File: src/rtl/pattern_tx_pkg.sv
// ---------------------------------------------------------------------------
// pattern_tx_pkg
//
// Purpose:
//   Shared definitions for the pattern transmitter: default parameter values,
//   the FSM state encoding, and a helper that turns the requested length into
//   the number of bits actually sent.
//
// Contents:
//   DEFAULT_WIDTH    default maximum pattern length in bits
//   DEFAULT_CLK_DIV  default clk cycles per bit period
//   LEN_W            width of the len input and of the bit counter
//   state_t          FSM states ST_IDLE / ST_SHIFT / ST_DONE
//   effective_len()  maps len=0 or len>max onto max
// ---------------------------------------------------------------------------
package pattern_tx_pkg;

    localparam int DEFAULT_WIDTH   = 8;
    localparam int DEFAULT_CLK_DIV = 25_000_000;
    localparam int LEN_W           = 5;

    typedef enum logic [1:0] {
        ST_IDLE  = 2'd0,
        ST_SHIFT = 2'd1,
        ST_DONE  = 2'd2
    } state_t;

    // A length of zero, or one longer than the shift register, means
    // "send the whole pattern". Any other value is used as is.
    function automatic logic [LEN_W-1:0] effective_len(
        input logic [LEN_W-1:0] len,
        input int unsigned      max_len
    );
        if (len == '0 || 32'(len) > max_len) begin
            return LEN_W'(max_len);
        end
        return len;
    endfunction

endpackage

File: src/rtl/pattern_tx_tick_gen.sv
// ---------------------------------------------------------------------------
// tick_gen
//
// Purpose:
//   Bit-period divider. While enabled it counts 0..CLK_DIV-1 and wraps,
//   raising tick for exactly the cycle in which the count is CLK_DIV-1.
//   While disabled the count is held at zero and tick stays low, so every
//   enable starts a fresh, full-length bit period.
//
// Ports:
//   clk   in   system clock, rising edge
//   clr   in   asynchronous active-high reset
//   en    in   count enable; count clears when low
//   tick  out  one-cycle pulse at the end of each bit period
// ---------------------------------------------------------------------------
module tick_gen
    import pattern_tx_pkg::*;
#(
    parameter int CLK_DIV = DEFAULT_CLK_DIV
) (
    input  logic clk,
    input  logic clr,
    input  logic en,
    output logic tick
);

    localparam int              CNT_W = (CLK_DIV > 1) ? $clog2(CLK_DIV) : 1;
    localparam logic [CNT_W-1:0] LAST = CNT_W'(CLK_DIV - 1);

    logic [CNT_W-1:0] count_q;
    logic [CNT_W-1:0] count_d;

    // Tick is decoded straight from the registered count so it falls the
    // instant en drops or clr forces the count back to zero.
    assign tick = en && (count_q == LAST);

    // Next count: hold at zero when disabled, wrap after the last cycle of
    // the bit period, otherwise advance by one.
    always_comb begin
        count_d = count_q;
        if (!en) begin
            count_d = '0;
        end else if (count_q == LAST) begin
            count_d = '0;
        end else begin
            count_d = count_q + CNT_W'(1);
        end
    end

    // Divider register with asynchronous clear.
    always_ff @(posedge clk or posedge clr) begin
        if (clr) begin
            count_q <= '0;
        end else begin
            count_q <= count_d;
        end
    end

endmodule

File: src/rtl/pattern_tx.sv
// ---------------------------------------------------------------------------
// pattern_tx
//
// Purpose:
//   Serial stimulus generator for a state machine under test. On an accepted
//   start it latches a pattern and a length, shifts the pattern out MSB first
//   on x_out, one bit per CLK_DIV clocks, and at the end of every bit period
//   captures the response bit z_in into resp. A one-cycle done pulse marks
//   the end of the transfer.
//
// Ports:
//   clk      in   system clock, rising edge
//   clr      in   asynchronous active-high reset
//   start    in   transfer request, only looked at in IDLE
//   pattern  in   [WIDTH-1:0] bits to send, MSB first
//   len      in   [4:0] number of bits to send (0 or >WIDTH means WIDTH)
//   z_in     in   response bit from the machine under test
//   x_out    out  serial stimulus bit (0 outside a transfer)
//   tick     out  one-cycle pulse at the end of each bit period
//   busy     out  high while bits are being shifted
//   done     out  one-cycle pulse after the last bit
//   resp     out  [WIDTH-1:0] captured responses, first sample highest
// ---------------------------------------------------------------------------
module pattern_tx
    import pattern_tx_pkg::*;
#(
    parameter int WIDTH   = DEFAULT_WIDTH,
    parameter int CLK_DIV = DEFAULT_CLK_DIV
) (
    input  logic             clk,
    input  logic             clr,
    input  logic             start,
    input  logic [WIDTH-1:0] pattern,
    input  logic [LEN_W-1:0] len,
    input  logic             z_in,
    output logic             x_out,
    output logic             tick,
    output logic             busy,
    output logic             done,
    output logic [WIDTH-1:0] resp
);

    state_t           state_q;
    state_t           state_d;
    logic [WIDTH-1:0] shreg_q;
    logic [WIDTH-1:0] shreg_d;
    logic [LEN_W-1:0] bitcnt_q;
    logic [LEN_W-1:0] bitcnt_d;
    logic [WIDTH-1:0] resp_q;
    logic [WIDTH-1:0] resp_d;
    logic             tick_en;

    // The divider only runs while shifting; leaving SHIFT (including via
    // clr) clears it, so a new transfer always begins at count zero.
    assign tick_en = (state_q == ST_SHIFT);

    tick_gen #(
        .CLK_DIV (CLK_DIV)
    ) u_tick_gen (
        .clk  (clk),
        .clr  (clr),
        .en   (tick_en),
        .tick (tick)
    );

    // Outputs are decoded from registered state only, so clr takes them to
    // zero immediately without waiting for a clock edge.
    assign busy  = (state_q == ST_SHIFT);
    assign done  = (state_q == ST_DONE);
    assign x_out = (state_q == ST_SHIFT) ? shreg_q[WIDTH-1] : 1'b0;
    assign resp  = resp_q;

    // Next-state logic. IDLE loads a new transfer on start. SHIFT advances
    // one bit per tick: the response bit is sampled at the same edge that
    // moves the next stimulus bit to the MSB, and the edge that takes the
    // counter from one to zero ends the transfer. DONE lasts one cycle and
    // ignores start, so a held start re-triggers from the following IDLE.
    always_comb begin
        state_d  = state_q;
        shreg_d  = shreg_q;
        bitcnt_d = bitcnt_q;
        resp_d   = resp_q;
        case (state_q)
            ST_IDLE: begin
                if (start) begin
                    shreg_d  = pattern;
                    bitcnt_d = effective_len(len, WIDTH);
                    resp_d   = '0;
                    state_d  = ST_SHIFT;
                end
            end
            ST_SHIFT: begin
                if (tick) begin
                    resp_d   = {resp_q[WIDTH-2:0], z_in};
                    shreg_d  = {shreg_q[WIDTH-2:0], 1'b0};
                    bitcnt_d = bitcnt_q - LEN_W'(1);
                    if (bitcnt_q == LEN_W'(1)) begin
                        state_d = ST_DONE;
                    end
                end
            end
            ST_DONE: begin
                state_d = ST_IDLE;
            end
            default: begin
                state_d = ST_IDLE;
            end
        endcase
    end

    // State registers. clr abandons any transfer in progress; since the
    // counters and state all return to IDLE values, nothing resumes.
    always_ff @(posedge clk or posedge clr) begin
        if (clr) begin
            state_q  <= ST_IDLE;
            shreg_q  <= '0;
            bitcnt_q <= '0;
            resp_q   <= '0;
        end else begin
            state_q  <= state_d;
            shreg_q  <= shreg_d;
            bitcnt_q <= bitcnt_d;
            resp_q   <= resp_d;
        end
    end

endmodule

File: config.mk
export PLATFORM = sky130hd
export DESIGN_NAME = pattern_tx
export DESIGN_NICKNAME = d
export VERILOG_FILES = /design/src/rtl/pattern_tx_pkg.sv /design/src/rtl/pattern_tx_tick_gen.sv /design/src/rtl/pattern_tx.sv
export SDC_FILE = /design/constraint.sdc
export NUM_CORES = 1
export LEC_CHECK = 0
export ABC_AREA = 0
export CAP_MARGIN = 20
export CORE_AREA = 3 3 64 78
export CTS_BUF_LIST = sky130_fd_sc_hd__clkbuf_2
export CTS_CLUSTER_DIAMETER = 150
export CTS_CLUSTER_SIZE = 40
export DETAILED_ROUTE_END_ITERATION = 6
export DIE_AREA = 0 0 67 81
export PLACE_DENSITY = 0.92
export SETUP_SLACK_MARGIN = 0.1
export SLEW_MARGIN = 20
export SYNTH_ARGS = -nofsm -noshare
export SYNTH_HDL_FRONTEND = slang
export SYNTH_SLANG_ARGS = --single-unit
File: constraint.sdc
create_clock -name clk -period 2.5 [get_ports clk]
set_input_delay 0.625 -clock clk [delete_from_list [all_inputs] [get_ports clk]]
set_output_delay 0.625 -clock clk [all_outputs]
set_load 0.02 [all_outputs]
==> results.md <==
* Status: complete, but fails checks
* Failing checks: negative setup slack
* Setup violations, final at 1
* Top-count cell post-synth: dfrtp_1
* Via density at 6.02
* Syn. warnings at 0
* Pin count of the biggest net entering global routing at 27
* Fin. Hold Viols at 0
* CP Max Fanout at 2
* Clock tree from TritonCTS: built
* Post-Syn Instances at 250
* Post-layout util at 78.4%
* Initial Utilization at 57.2%
* Max transition margin at 64.0%
* H-tree level count at 2
* Synth top cells by count: dfrtp_1, nor2_1, nand2_1
* Crit Path Category: reg2out
* Antenna violations before repair at 0
* Area of the multi-input gates at 1280 µm²
* Routed wire length per instance at 18.3 µm
* Drt pass-1 iters at 4
* Number of global-route vias before repair at 2560
* Post-synth EDFFs at 0
* Top Ports at 29
* DPL Wire Length at 4390 µm
* Skew-Pair Late Insertion Delay at 460 ps
* Placed insts at 362
* Worst Path Required at 1880 ps
* Post-synth top flop: dfrtp_1
* Final Wtd Congestion at 0.814
* Period utilization at 106%
* First-iteration detailed-routing DRC count at 148
* Residual DRC count at 0
* Synthesized area at 2460 µm²
* Syn Nets at 270
* Setup ws final at -138 ps
* Crit path from: u_tick_gen.count_q[17]
* PwrDens at 374 nW/µm²
* CTS buffer count at 5
* Die width at 67 µm
* Max clock buf depth at 2
* GR Overflow Total at 0
* Critical Path Start Type: flop
* Reg2reg path depth at 11
* Global-route wire length before repair at 11700 µm
* Final std cells w/o fill at 380
* Pre-CTS WS at -123 ps
* Synthesis-to-finish area growth at 37.1%
* Area leader, netlist: dfrtp_1
* DRT antenna net count at 0
* Int Pwr at 0.974 mW
* GRT Resource Usage Total at 29.1%
* Via count at 2287
* Die area at 5430 µm²
* Number of hold buffers added after cts at 0
* Worst Skew at 18.3 ps
* Fmax at 379 MHz
* Syn Area/Cell at 9.82 µm²
* Maximum vdd drop at 0.360 mV
* Final net count at 343
* Slowest stage delay, CP at 460 ps
* Psw at 0.284 mW
* Seq pwr share at 61.9%
* Slowest CP cell: dfrtp_1
* Nature of the critical path endpoint: primary output
* RSZ-0062 raised after global routing: true
* Net switching fraction of the power at 22.6%
* Count of input and output buffers at 28
* Sequential share of the synthesized area at 48.9%
* Clk network pwr share at 33.9%
* Post-synth ARST share at 100%
* Max-cap violations at 0
* CTS sink count at 48
* Leakage at 1.47 nW
* Combinational Power Share at 4.1%
* # diodes at 0
* CTS Root Cell: clkbuf_2
* Fillers at 256
* Worst-Margin Slew at 539 ps
* Yosys top cell area share at 48.9%
* Fin crit period at 2640 ps
* FF+latch count, synth at 48
* Worst Path Arrival at 2010 ps
* Placeable Area at 4290 µm²
* FP Rows at 26
* Share of layout cells above drive strength 1 at 31.2%
* Post-Route WL at 6940 µm
* Register area at 1200 µm²
* Critical path, cell by cell: nor4_2, nand4_1, or3_4, inv_4, buf_6
* Synth top area cells: dfrtp_1, nor2_1, o221a_2
* Worst-path clk slew at 250 ps
* Design Power at 1.26 mW
* Die H at 81 µm
* Worst Hold Class: in2async
* Post-synthesis cell type count at 43
* Max Slew Vio Count at 0
* RR Startpoint: u_tick_gen.count_q[17]
-- stage by stage --
stage	area (µm²)	hold slack, ps	setup TNS [ps]
2_1_floorplan	2460	433	0
3_3_place_gp	3050	509	-74.7
3_5_place_dp	3050	525	-123
4_1_cts	3340	487	-131
5_1_grt	3370	485	-206
6_report	3370	487	-138
-- final timing paths --
| kind | to | slack (ps) |
|---|---|---|
| min in group clk | shreg_q[0] | 570 |
| hold / removal | u_tick_gen.count_q[7] | 490 |
| setup / recovery | tick | -140 |
| max in group asynchronous | u_tick_gen.count_q[21] | 1400 |
| hold reg to reg | shreg_q[0] | 570 |
| setup reg to reg | u_tick_gen.count_q[16] | 190 |
-- cells by family after synthesis --
logic type,count (synthesis),synth area share (%)
adder cells (fa/ha/maj),3,1.53
flip-flops,48,48.9
buffers and inverters,24,3.87
multiplexers,9,3.87
AND/OR/NAND/NOR,113,25.5
AO/OA/AOI/OAI,40,11.7
XOR/XNOR,13,4.64
-- layout make-up --
cell class / count / area share, %
multi-input cells: 178 / 38.0
flip-flops and latches: 48 / 35.7
repair buffers: 76 / 20.5
well taps: 56 / 2.08
inverters: 14 / 1.71
clock inverters: 3 / 1.26
clock buffers: 5 / 0.743
-- power groups by stage --
stage / Combinational (mW) / Sequential (mW) / Clock, mW
after CTS: 0.0532 / 0.780 / 0.436
after floorplan: 0.0156 / 0.793 / 0
final: 0.0519 / 0.779 / 0.427
after global routing: 0.0579 / 0.780 / 0.467
after detailed placement: 0.0529 / 0.792 / 0
after global placement: 0.0518 / 0.792 / 0
-- layout by cell type, fill, tap and decap left out, types with 2 or more instances in the layout --
master            n
dfrtp_1          48
buf_4            40
clkdlybuf4s50_1  24
nor2_1           22
nand2_1          18
inv_1            11
nand3_1          10
xnor2_1          10
nand2b_1          8
nand4_1           8
o221a_2           8
a21oi_2           8
or4_1             7
buf_6             7
o21ai_0           6
o31ai_1           6
nor2_4            5
mux2i_1           5
clkbuf_2          5
nor3_1            4
nor4_1            4
mux2_2            4
or3_2             3
xor2_1            3
ha_1              3
nor4_2            2
and4_1            2
nor3b_1           2
nor4b_1           2
inv_4             2
nand3b_1          2
a31oi_1           2
a32oi_1           2
or2_2             2
-- worst max-delay path, delay by kind of cell (launching register included) --
kind / cells / cell delay (ps)
simple gates: 3 / 940
buf+inv: 2 / 180
flops: 1 / 460
-- state kept, by name (all words and copies together) (netlist names) --
register            count
bitcnt_q                5
shreg_q                 8
state_q                 2
u_tick_gen.count_q     25
resp                    8
-- repair_timing --
action                                  4_1_cts  5_1_grt
endpoints found under the setup margin        3       38
setup buffers                                 8        3
resized for setup                            50        8
gates cloned                                  1        1
pin swaps                                    15        3
-- routing by layer --
layer  GRT usage, %  routed length [µm]  vias to the layer above
met4           16.4                 273                        0
met1           30.5                2580                     1143
li1               -                   -                     1049
met2           52.1                3790                       70
met5              0                   0                        -
met3           7.19                 295                       25
Note: power is estimated with default switching activity, not from simulation.
==> RTL edit: new RTL, config.mk and constraints unchanged <==
Set the package constant `LEN_W` to 10 (it was 5).
--- a/src/rtl/pattern_tx_pkg.sv
+++ b/src/rtl/pattern_tx_pkg.sv
@@ -19,3 +19,3 @@
     localparam int DEFAULT_CLK_DIV = 25_000_000;
-    localparam int LEN_W           = 5;
+    localparam int LEN_W           = 10;
 
Interface: changed (resized len); port bits go from 29 to 34. The function was not compared with the original's and may differ.
==> RTL edit against the original RTL <==
The run still ends with negative setup slack left. Sequential cell count grew 5. Wire length fell by 1.9%. Cell area rose by 4.0%. Final cell count increased by 7.6%. Count of clock-buffer cells in the layout stayed put. Register-to-register slack improved by 0.07 ns. Setup slack better by 0.070 ns. Synthesized area up 15%.
Power is not compared: it rests on default switching activity, and its combinational part moved more than twofold at a synthesized area within 25%.
==> RTL edit: results (changes against the original RTL) <==
| Metric | Value |
|---|---|
| Outcome | finished, violations left (unchanged) |
| Violated checks | negative setup slack (unchanged) |
| Leading post-synthesis cells by cell area | dfrtp_1 47%, mux2i_1 3.9%, nand2_1 3.2% (was dfrtp_1 49%, nor2_1 4.3%, o221a_2 3.7%) |
| Clock Skews | 0.0249 ns (was 0.0183 ns) |
| Post-Synth XOR/XNOR Area | 3.71% (was 4.64%) |
| Sequential share of the synthesized area | 46.8% (was 48.9%) |
| CP startpoint | u_tick_gen.count_q[15] (was u_tick_gen.count_q[17]) |
| Dpl cell area | 0.00342 mm2 (was 0.00305 mm2) |
| DR iter-0 viols | 228 (was 148) |
| Port-buffer cells | 33 (was 28) |
| Reg2Reg Depth | 5 (was 11) |
| Worst-Margin Slew | 0.530 ns (was 0.539 ns) |
| Placer Congestion | 0.826 (was 0.814) |
| R2R setup slack | 0.26 ns (was 0.19 ns) |
| Largest net degree at the start of global routing | 26 (was 27) |
| Post-route worst setup slack | -0.0672 ns (was -0.138 ns) |
| Worst Path Arrival | 1.94 ns (was 2.01 ns) |
| NumNets Final | 377 (was 343) |
| Mapped Nets | 322 (was 270) |
| Total GRT Usage | 26.7% (was 29.1%) |
| Vias per inst | 6.14 (was 6.02) |
| Clock transition at path regs | 0.28 ns (was 0.25 ns) |
| Post-synthesis compound-gate area fraction | 12.4% (was 11.7%) |
| Placed cells | 400 (was 362) |
| Root buffer cell | clkbuf_2 (unchanged) |
| Global-route wire length before repair | 11.1 mm (was 11.7 mm) |
| Final setup vio count | 1 (unchanged) |
| Routed via count | 2511 (was 2287) |
| Post-synthesis adder-cell area fraction | 1.33% (was 1.53%) |
| Gate Count Post-Synth | 297 (was 250) |
| Hpwl dp | 4.94 mm (was 4.39 mm) |
| WL/cell | 16.6 um (was 18.3 um) |
| Number of fill cells | 261 (was 256) |
| Setup TNS | -0.0672 ns (was -0.138 ns) |
| Worst R2R End | shreg_q[5] (was u_tick_gen.count_q[16]) |
| Post-synth top cells | 53 x dfrtp_1, 24 x nand2_1, 24 x nor2_1, 19 x inv_1, 16 x nand3_1 (was 48 x dfrtp_1, 28 x nor2_1, 18 x nand2_1, 14 x inv_1) |
| Leak | 0.00162 uW |
| Multiplexer share of the synthesized area | 3.89% (was 3.87%) |
| Share of layout cells above drive strength 1 | 15.9% (was 31.2%) |
| Reg-to-Reg Start | u_tick_gen.count_q[9] (was u_tick_gen.count_q[17]) |
RTL edit: changes by cell type in the layout (fill, tap and decap cells not counted), sizes merged, moves of 5 or more:
cell and delta:
clkdlybuf4s50 +5, nand2 +7, xor2 +6, dfrtp +5, inv +5, xnor2 -7, mux2i +6, buf -18
nand3 +6
RTL edit: cell type report:
| class | count | area [um2] | area share [%] |
|---|---|---|---|
| clock buffers | 5 | 25.0 | 0.715 |
| repair buffers | 63 | 567 | 16.2 |
| inverters | 19 | 71.3 | 2.04 |
| clock inverters | 3 | 41.3 | 1.18 |
| flip-flops and latches | 53 | 1330 | 37.9 |
| well taps | 56 | 70.1 | 2.00 |
| multi-input cells | 210 | 1400 | 40.0 |
RTL edit: worst min path at each step:
stage,endpoint,slack [ns]
after floorplan,u_tick_gen.count_q[0],0.45
after global placement,bitcnt_q[7],0.50
after detailed placement,bitcnt_q[7],0.52
after CTS,bitcnt_q[9],0.48
after global routing,bitcnt_q[9],0.48
final,bitcnt_q[9],0.46
RTL edit: routing by layer:
layer / global-route usage, % / part of all wire, % / wire length, um
met4: 13.2 / 2.6 / 174
met3: 4.56 / 5.7 / 387
met5: 0 / 0 / 0
met2: 48.0 / 53 / 3620
met1: 30.0 / 39 / 2630
RTL edit: power by group:
group          internal (uW)  switching, uW
registers                950           90.9
clock network            165            281
logic                    203            192
total                   1320            563
RTL edit: kinds of logic (layout without fill, tap and decap cells):
logic type | count (synthesis) | after routing
flip-flops | 53 | 53
multiplexers | 11 | 11
XOR/XNOR | 12 | 12
AO/OA/AOI/OAI | 49 | 49
AND/OR/NAND/NOR | 135 | 135
buffers and inverters | 34 | 90
adder cells (fa/ha/maj) | 3 | 3
RTL edit: timing repair:
action                     in CTS  in global routing
setup buffers                   1                  0
pin swaps                       1                  2
setup endpoints to repair       4                  8
gates resized for setup        12                  5
